**src/rtl/sequential_multiplier_param.sv**
```systemverilog
// Shift-add sequential multiplier, WIDTH x WIDTH -> 2*WIDTH, one partial product per clock.
// Signed mode multiplies magnitudes and negates the product at the end.
module sequential_multiplier_param #(
  parameter int WIDTH      = 8,
  parameter bit EARLY_TERM = 1'b1
) (
  input  logic                 clk,
  input  logic                 rst,
  input  logic                 start,
  input  logic                 signed_mode,
  input  logic [WIDTH-1:0]     A_in,
  input  logic [WIDTH-1:0]     B_in,
  output logic [2*WIDTH-1:0]   result,
  output logic                 done,
  output logic                 busy
);

  // Handshake: a start is accepted on a rising edge where start=1, the unit is
  // IDLE or DONE, and start was seen low on some earlier edge (armed). done stays
  // high in DONE until the next accept; busy is high for every CALC cycle.

  localparam int CW = $clog2(WIDTH + 1);

  typedef enum logic [1:0] {
    S_IDLE = 2'd0,
    S_CALC = 2'd1,
    S_DONE = 2'd2
  } state_t;

  state_t               state;
  state_t               state_next;
  logic                 armed;
  logic                 neg;
  logic [WIDTH-1:0]     mag_a;
  logic [WIDTH-1:0]     mag_b;
  logic [2*WIDTH-1:0]   acc;
  logic [CW-1:0]        cnt;

  logic                 accept;
  logic                 last_step;
  logic [2*WIDTH-1:0]   acc_sum;
  logic [WIDTH-1:0]     mag_b_shr;
  logic [CW-1:0]        cnt_inc;
  logic [WIDTH-1:0]     abs_a;
  logic [WIDTH-1:0]     abs_b;

  assign accept = start && armed && ((state == S_IDLE) || (state == S_DONE));

  always_comb begin
    acc_sum   = acc + (mag_b[0] ? ({{WIDTH{1'b0}}, mag_a} << cnt) : '0);
    mag_b_shr = mag_b >> 1;
    cnt_inc   = cnt + CW'(1);
    last_step = (cnt_inc == CW'(WIDTH)) || (EARLY_TERM && (mag_b_shr == '0));
    // The most negative operand negates to itself, which reads correctly as unsigned.
    abs_a     = (signed_mode && A_in[WIDTH-1]) ? -A_in : A_in;
    abs_b     = (signed_mode && B_in[WIDTH-1]) ? -B_in : B_in;
  end

  always_ff @(posedge clk) begin
    if (rst) begin
      state <= S_IDLE;
    end else begin
      state <= state_next;
    end
  end

  always_comb begin
    state_next = state;
    case (state)
      S_IDLE:  if (accept) state_next = S_CALC;
      S_CALC:  if (last_step) state_next = S_DONE;
      S_DONE:  if (accept) state_next = S_CALC;
      default: state_next = S_IDLE;
    endcase
  end

  always_comb begin
    busy = (state == S_CALC);
    done = (state == S_DONE);
  end

  always_ff @(posedge clk) begin
    if (rst) begin
      armed  <= 1'b0;
      neg    <= 1'b0;
      mag_a  <= '0;
      mag_b  <= '0;
      acc    <= '0;
      cnt    <= '0;
      result <= '0;
    end else begin
      if (accept) begin
        armed <= 1'b0;
      end else if (!start) begin
        armed <= 1'b1;
      end

      if (accept) begin
        neg   <= signed_mode & (A_in[WIDTH-1] ^ B_in[WIDTH-1]);
        mag_a <= abs_a;
        mag_b <= abs_b;
        acc   <= '0;
        cnt   <= '0;
      end else if (state == S_CALC) begin
        acc   <= acc_sum;
        mag_b <= mag_b_shr;
        cnt   <= cnt_inc;
        if (last_step) begin
          result <= neg ? -acc_sum : acc_sum;
        end
      end
    end
  end

endmodule

```
**config.mk**
```make
export PLATFORM = sky130hd
export DESIGN_NAME = sequential_multiplier_param
export DESIGN_NICKNAME = d
export VERILOG_FILES = /design/src/rtl/sequential_multiplier_param.sv
export SDC_FILE = /design/constraint.sdc
export NUM_CORES = 1
export LEC_CHECK = 0
export ABC_AREA = 1
export ABC_CLOCK_PERIOD_IN_PS = 3600
export BUFFER_PORTS_ARGS = -buffer_cell sky130_fd_sc_hd__buf_2
export CAP_MARGIN = 30
export CELL_PAD_IN_SITES_DETAIL_PLACEMENT = 0
export CELL_PAD_IN_SITES_GLOBAL_PLACEMENT = 2
export CORE_ASPECT_RATIO = 1.75
export CORE_MARGIN = 10
export CORE_UTILIZATION = 32
export DETAILED_ROUTE_END_ITERATION = 8
export GPL_ROUTABILITY_DRIVEN = 0
export PLACE_DENSITY = 0.87
export SETUP_SLACK_MARGIN = 0.05
export SLEW_MARGIN = 30
export SYNTH_ARGS = -nofsm -noshare
export SYNTH_HDL_FRONTEND = slang
export SYNTH_SLANG_ARGS = --single-unit
export TNS_END_PERCENT = 5
```
**constraint.sdc**
```tcl
create_clock -name clk -period 3.6 [get_ports clk]
set_input_delay 0.54 -clock clk [delete_from_list [all_inputs] [get_ports clk]]
set_output_delay 0.54 -clock clk [all_outputs]
set_load 0.01 [all_outputs]
```
# Word-level counts from Yosys, hierarchy flattened
# Index checks and enable logic that the tools add are counted.
[op_classes]
add_sub_neg = 5
n_eq_ne = 5
shift = 1
mux = 9
bitwise = 3
reduce_logical = 13
[ops]
columns = ["cell", "n"]
rows = [
  ["2-to-1 mux 16 bit", 2],
  ["2-to-1 mux 8 bit", 4],
  ["adder 16 bit", 1],
  ["negation 16 bit", 1],
  ["negation 8 bit", 2],
  ["<< shifter 8 x 4 -> 16 bit", 1],
  ["zero test 8 bit", 1],
  ["adder 4 x 1 -> 4 bit, second input constant", 1],
  ["equality test 4 bit, second input constant", 1],
  ["logical AND 1 bit", 4],
  ["2-to-1 mux 2 bit", 2],
  ["inequality test 2 x 1 -> 1 bit, second input constant", 2],
  ["case mux 2 bit (2 select lines)", 1],
  ["OR reduction 2 bit", 2],
  ["AND reduction 3 bit", 1],
  ["equality test 2 x 1 -> 1 bit, second input constant", 1],
  ["equality test 2 bit, second input constant", 1],
  ["zero test 2 bit", 1],
  ["logical OR 1 bit", 2],
  ["AND reduction 2 bit", 1],
  ["nonzero test 2 bit", 1],
  ["AND 1 bit", 1],
  ["NOT 1 bit", 1],
  ["XOR 1 bit", 1],
]
[totals]
regBits = 56
in_bits = 20
out_inout_bits = 18

# Logic depth before layout (Yosys ltp)
[depth]
word_depth = 5
ltp_mapped = 25
depth_no_buf = 25

# Least setup slack after synthesis
# No wires, ideal clock.
[synth_path]
path_kind = "register to register"
start = "reg cnt[2]"
end = "reg result[11]"
setup_ns = 0.121
arrival_time_ns = 2.697
required_time_ns = 3.479
setup_slack_ns = 0.782
path_stages_with_launch = 19
cell_sequence = "dfxtp_1 clkbuf_1 inv_1 clkbuf_1 nand2_1 nor2_1 ha_1 fa_1 inv_1 nand2_1 a21oi_1 nand3_1 nor2_2 nand3_2 nand2_2 nand2_2 nor2_4 xor2_1 a21oi_1"
[synth_via]
elab_chain_len = 5
word_cells_on_any_way = 9
cone_classes = "3 x add/sub; 1 x eq/ne; 1 x shift; 2 x mux; 2 x reduce/logical"
[synth_lines]
columns = ["item", "line", "rtl"]
rows = [
  ["from (decl)", "37", "logic [CW-1:0] cnt;"],
  ["from (signal assigned)", "107", "cnt <= cnt_inc;"],
  ["<< shifter 8 x 4 -> 16 bit", "50", "acc_sum = acc + (mag_b[0] ? ({{WIDTH{1'b0}}, mag_a} << cnt) : '0);"],
  ["2-to-1 mux 16 bit", "50", ""],
  ["adder 16 bit", "50", ""],
  ["named net acc_sum[1]", "41", "logic [2*WIDTH-1:0] acc_sum;"],
  ["negation 16 bit", "109", "result <= neg ? -acc_sum : acc_sum;"],
  ["2-to-1 mux 16 bit", "109", ""],
  ["to (signal assigned)", "109", ""],
  ["to (decl)", "13", "output logic [2*WIDTH-1:0] result,"],
]
# The timed path passes the listed nets, and every way through them passes these cells.
# A chain may end at the register's enable or synchronous reset.

# Worst setup path after layout
[layout_path]
start = "reg cnt[3]"
end = "reg result[10]"
[layout_via]
elab_chain_len = 5
word_cells_on_any_way = 9
cone_classes = "3 x add/sub; 1 x eq/ne; 1 x shift; 2 x mux; 2 x reduce/logical"
[layout_lines]
columns = ["item", "line"]
rows = [
  ["<< shifter 8 x 4 -> 16 bit", "50"],
  ["2-to-1 mux 16 bit", "50"],
  ["adder 16 bit", "50"],
  ["negation 16 bit", "109"],
  ["2-to-1 mux 16 bit", "109"],
]
# Several ways; a longest one is shown, not always the timed one.

==> results.json <==
{
  "avgSynthCellArea_um2": 6.065,
  "period_needed_ns": 3.145,
  "area_delta_synth_final_pct": 12.46,
  "portBuffers": 37,
  "hold_buffers": 0,
  "clk_latency_ns": 0.31,
  "fillers": 1492,
  "die_h_um": 171.7,
  "cts-buffers-inserted": 5,
  "ys_async_sr_fraction_pct": 0,
  "ios": 38,
  "crit_start": "cnt[3]$_SDFFE_PP0P_",
  "synth-edff-count": 0,
  "fin_crit_sh_pct": 87.36,
  "hold_start": "start",
  "tns_ns": 0,
  "drv_slew": 0,
  "worstPathArrival_ns": 3.33,
  "dr_total_vias": 4308,
  "syn_nets": 734,
  "crit_chain": "inv_1 > nand2_1 > nor2_1 > ha_1 > fa_1 > nand2_2 > nand2_2 > nand3_2 > nand2_2 > nand2_1 > nand2_1 > nor2_1 > nand2_1 > o21ai_2 > xor2_1 > a21oi_1",
  "ys_seq_area_share_pct": 26.63,
  "hold_path_class": "primary input to flip-flop",
  "cap_violations": 0,
  "power.density_mw_per_mm2": 300.9,
  "startpoint_type": "flip-flop",
  "rr_worst_depth": 16,
  "crit_end": "result[10]$_SDFFE_PP0P_",
  "slowest_stage": "dfxtp_1",
  "synth-seq-cells": 56,
  "overflow": 0,
  "dp_hpwl_mm": 10.89,
  "synth_area_mm2": 0.004209,
  "wl_mm": 13.04,
  "hold_viol": 0,
  "end_kind": "flip-flop",
  "yosysUniqueCellTypes": 38,
  "setup_violations": 0,
  "cpMostUsedCell": "nand2_1",
  "firstDrtPassIters": 4,
  "max_freq_mhz": 318.0,
  "syn_inst": 694,
  "final_nets": 765,
  "worst_clock_skew_ns": 0.008260,
  "yosys_warnings": 0,
  "wl_per_cell_um": 14.54,
  "drcViolationCount": 0,
  "drtIter0Drc": 160,
  "r2r_start": "cnt[3]$_SDFFE_PP0P_",
  "worstSetupPathType": "flip-flop to flip-flop",
  "final_common_cell": "nand2_1",
  "grt_setup_unrepaired": "no",
  "core_area_mm2": 0.01294,
  "peakVddDrop_mv": 0.1655,
  "antenna_found_initial": 0,
  "antenna_left": 0,
  "rr_endpoint": "result[10]$_SDFFE_PP0P_",
  "cts_max_level": 2,
  "die_area_mm2": 0.01832,
  "first_global_vias": 4362,
  "clock_tree.root_cell": "clkbuf_16",
  "clkTransAtPathRegs_ns": 0.08,
  "cts_tree": "built",
  "p_leak_nw": 2.370,
  "cts_buffer_depth": 2,
  "crit_fanout": 9,
  "via_per_inst": 4.803,
  "status": "completed",
  "antenna-diode-count": 0,
  "max_stage_delay_ns": 0.42,
  "clkSinkCount": 56,
  "start_util_pct": 32.53,
  "grt_max_degree": 32,
  "mostFrequentLayoutCells": "nand2_1 (215), inv_1 (83), nor2_1 (58)",
  "grt_util_all_layers_pct": 14.69,
  "p_total_mw": 1.424,
  "synthFlopType": "dfxtp_1",
  "drive_gt1_share_pct": 13.91,
  "num_rows": 55,
  "worst_slew_pin_slew_ns": 0.5621,
  "grt_pass1_wl_mm": 21.45,
  "die_x_um": 106.7,
  "maxSlewHeadroom_pct": 62.39,
  "r2r_slack_ns": 0.46,
  "cp.required_ns": 3.79
}
==> how the worst min path moves through the flow <==
stage / endpoint / slack [ns] / cells after the start
finish: armed$_SDFFE_PP0N_ / 0.41 / 2
detailed placement: mag_a[5]$_SDFFE_PP0P_ / 0.47 / 2
global route: armed$_SDFFE_PP0N_ / 0.41 / 2
floorplan: mag_a[3]$_SDFFE_PP0P_ / 0.44 / 2
CTS: armed$_SDFFE_PP0N_ / 0.41 / 2
global placement: result[0]$_SDFFE_PP0P_ / 0.46 / 2
==> per-stage QoR <==
stage	std cells	hold slack (ns)	utilization [%]	setup WS [ns]	instance area (µm²)
2_1_floorplan	694	0.4448	-	0.7820	4209
3_3_place_gp	889	0.4591	35.40	0.3206	4579
3_5_place_dp	889	0.4716	35.40	0.2654	4579
4_1_cts	897	0.4077	36.57	0.2680	4731
5_1_grt	897	0.4144	36.59	0.06490	4733
6_report	897	0.4087	36.59	0.4551	4733
==> cells in the mapped netlist, types with 3 or more instances <==
cell type	number	area share (%)
o21ai_0	47	5.6
nor2_2	3	0.45
o22ai_1	6	0.89
ha_1	19	5.6
nand3b_1	3	0.54
o21ai_1	7	0.83
nand3_2	3	0.71
inv_1	84	7.5
nor3_1	4	0.48
nor2_1	59	5.3
xor2_1	12	2.5
inv_2	13	1.2
clkbuf_1	15	1.3
a21oi_1	41	4.9
nand2_2	17	2.5
buf_2	4	0.48
dfxtp_1	56	27
o211ai_1	11	2.0
a21oi_2	6	1.2
nand3_1	46	5.5
nand2_1	215	19
==> where the power goes <==
group	switching, mW	internal [mW]	leakage (nW)
sequential	0.0185	0.644	0.455
clock	0.262	0.264	0.0680
combinational	0.156	0.0798	1.85
total	0.436	0.988	2.37
==> area by class of cell <==
type / instances / area, µm² / share of cell area [%]
repair buffers: 43 / 230.2 / 4.864
multi-input cells: 522 / 2650 / 55.99
flip-flops and latches: 56 / 1124 / 23.74
well taps: 171 / 214.0 / 4.520
clock inverters: 3 / 26.28 / 0.5551
clock buffers: 5 / 125.1 / 2.643
inverters: 97 / 364.1 / 7.692
==> critical path, delay by kind of cell (launching register included) <==
kind / cells / cell delay (ns)
flops: 1 / 0.42
compound gates: 2 / 0.28
simple gates: 10 / 1.24
xor+xnor: 1 / 0.24
buf+inv: 1 / 0.17
fa+ha+maj: 2 / 0.66
==> timing repair <==
| action | CTS | global route |
|---|---|---|
| setup endpoints to repair | 0 | 7 |
| buffers inserted | 0 | 0 |
| hold endpoints to repair | 0 | 0 |
| resized for setup | 0 | 3 |
==> per-layer routing <==
layer	vias up	GRT usage (%)	wire length (µm)
met1	1924	13.23	4634
met3	29	2.173	330
met2	68	29.94	7546
met4	0	7.688	530
li1	2287	-	-
met5	-	0	0
==> flip-flops by register name, summed over array words and instances (netlist names) <==
register / count
mag_b: 8
cnt: 4
neg: 1
acc: 16
mag_a: 8
result: 16
armed: 1
state: 2
==> cell families (layout without fill, tap and decap cells) <==
group | after synthesis | after routing | share of synthesized area, %
AOI/OAI and AO/OA | 127 | 127 | 17.15
and+or+nand+nor | 360 | 360 | 36.47
muxes | 1 | 1 | 0.2378
xor gates and xnor gates | 14 | 14 | 2.913
adders and majority gates | 20 | 20 | 6.124
DFF | 56 | 56 | 26.64
buffers and inverters | 116 | 148 | 10.46
(Power assumes the default switching activity.)
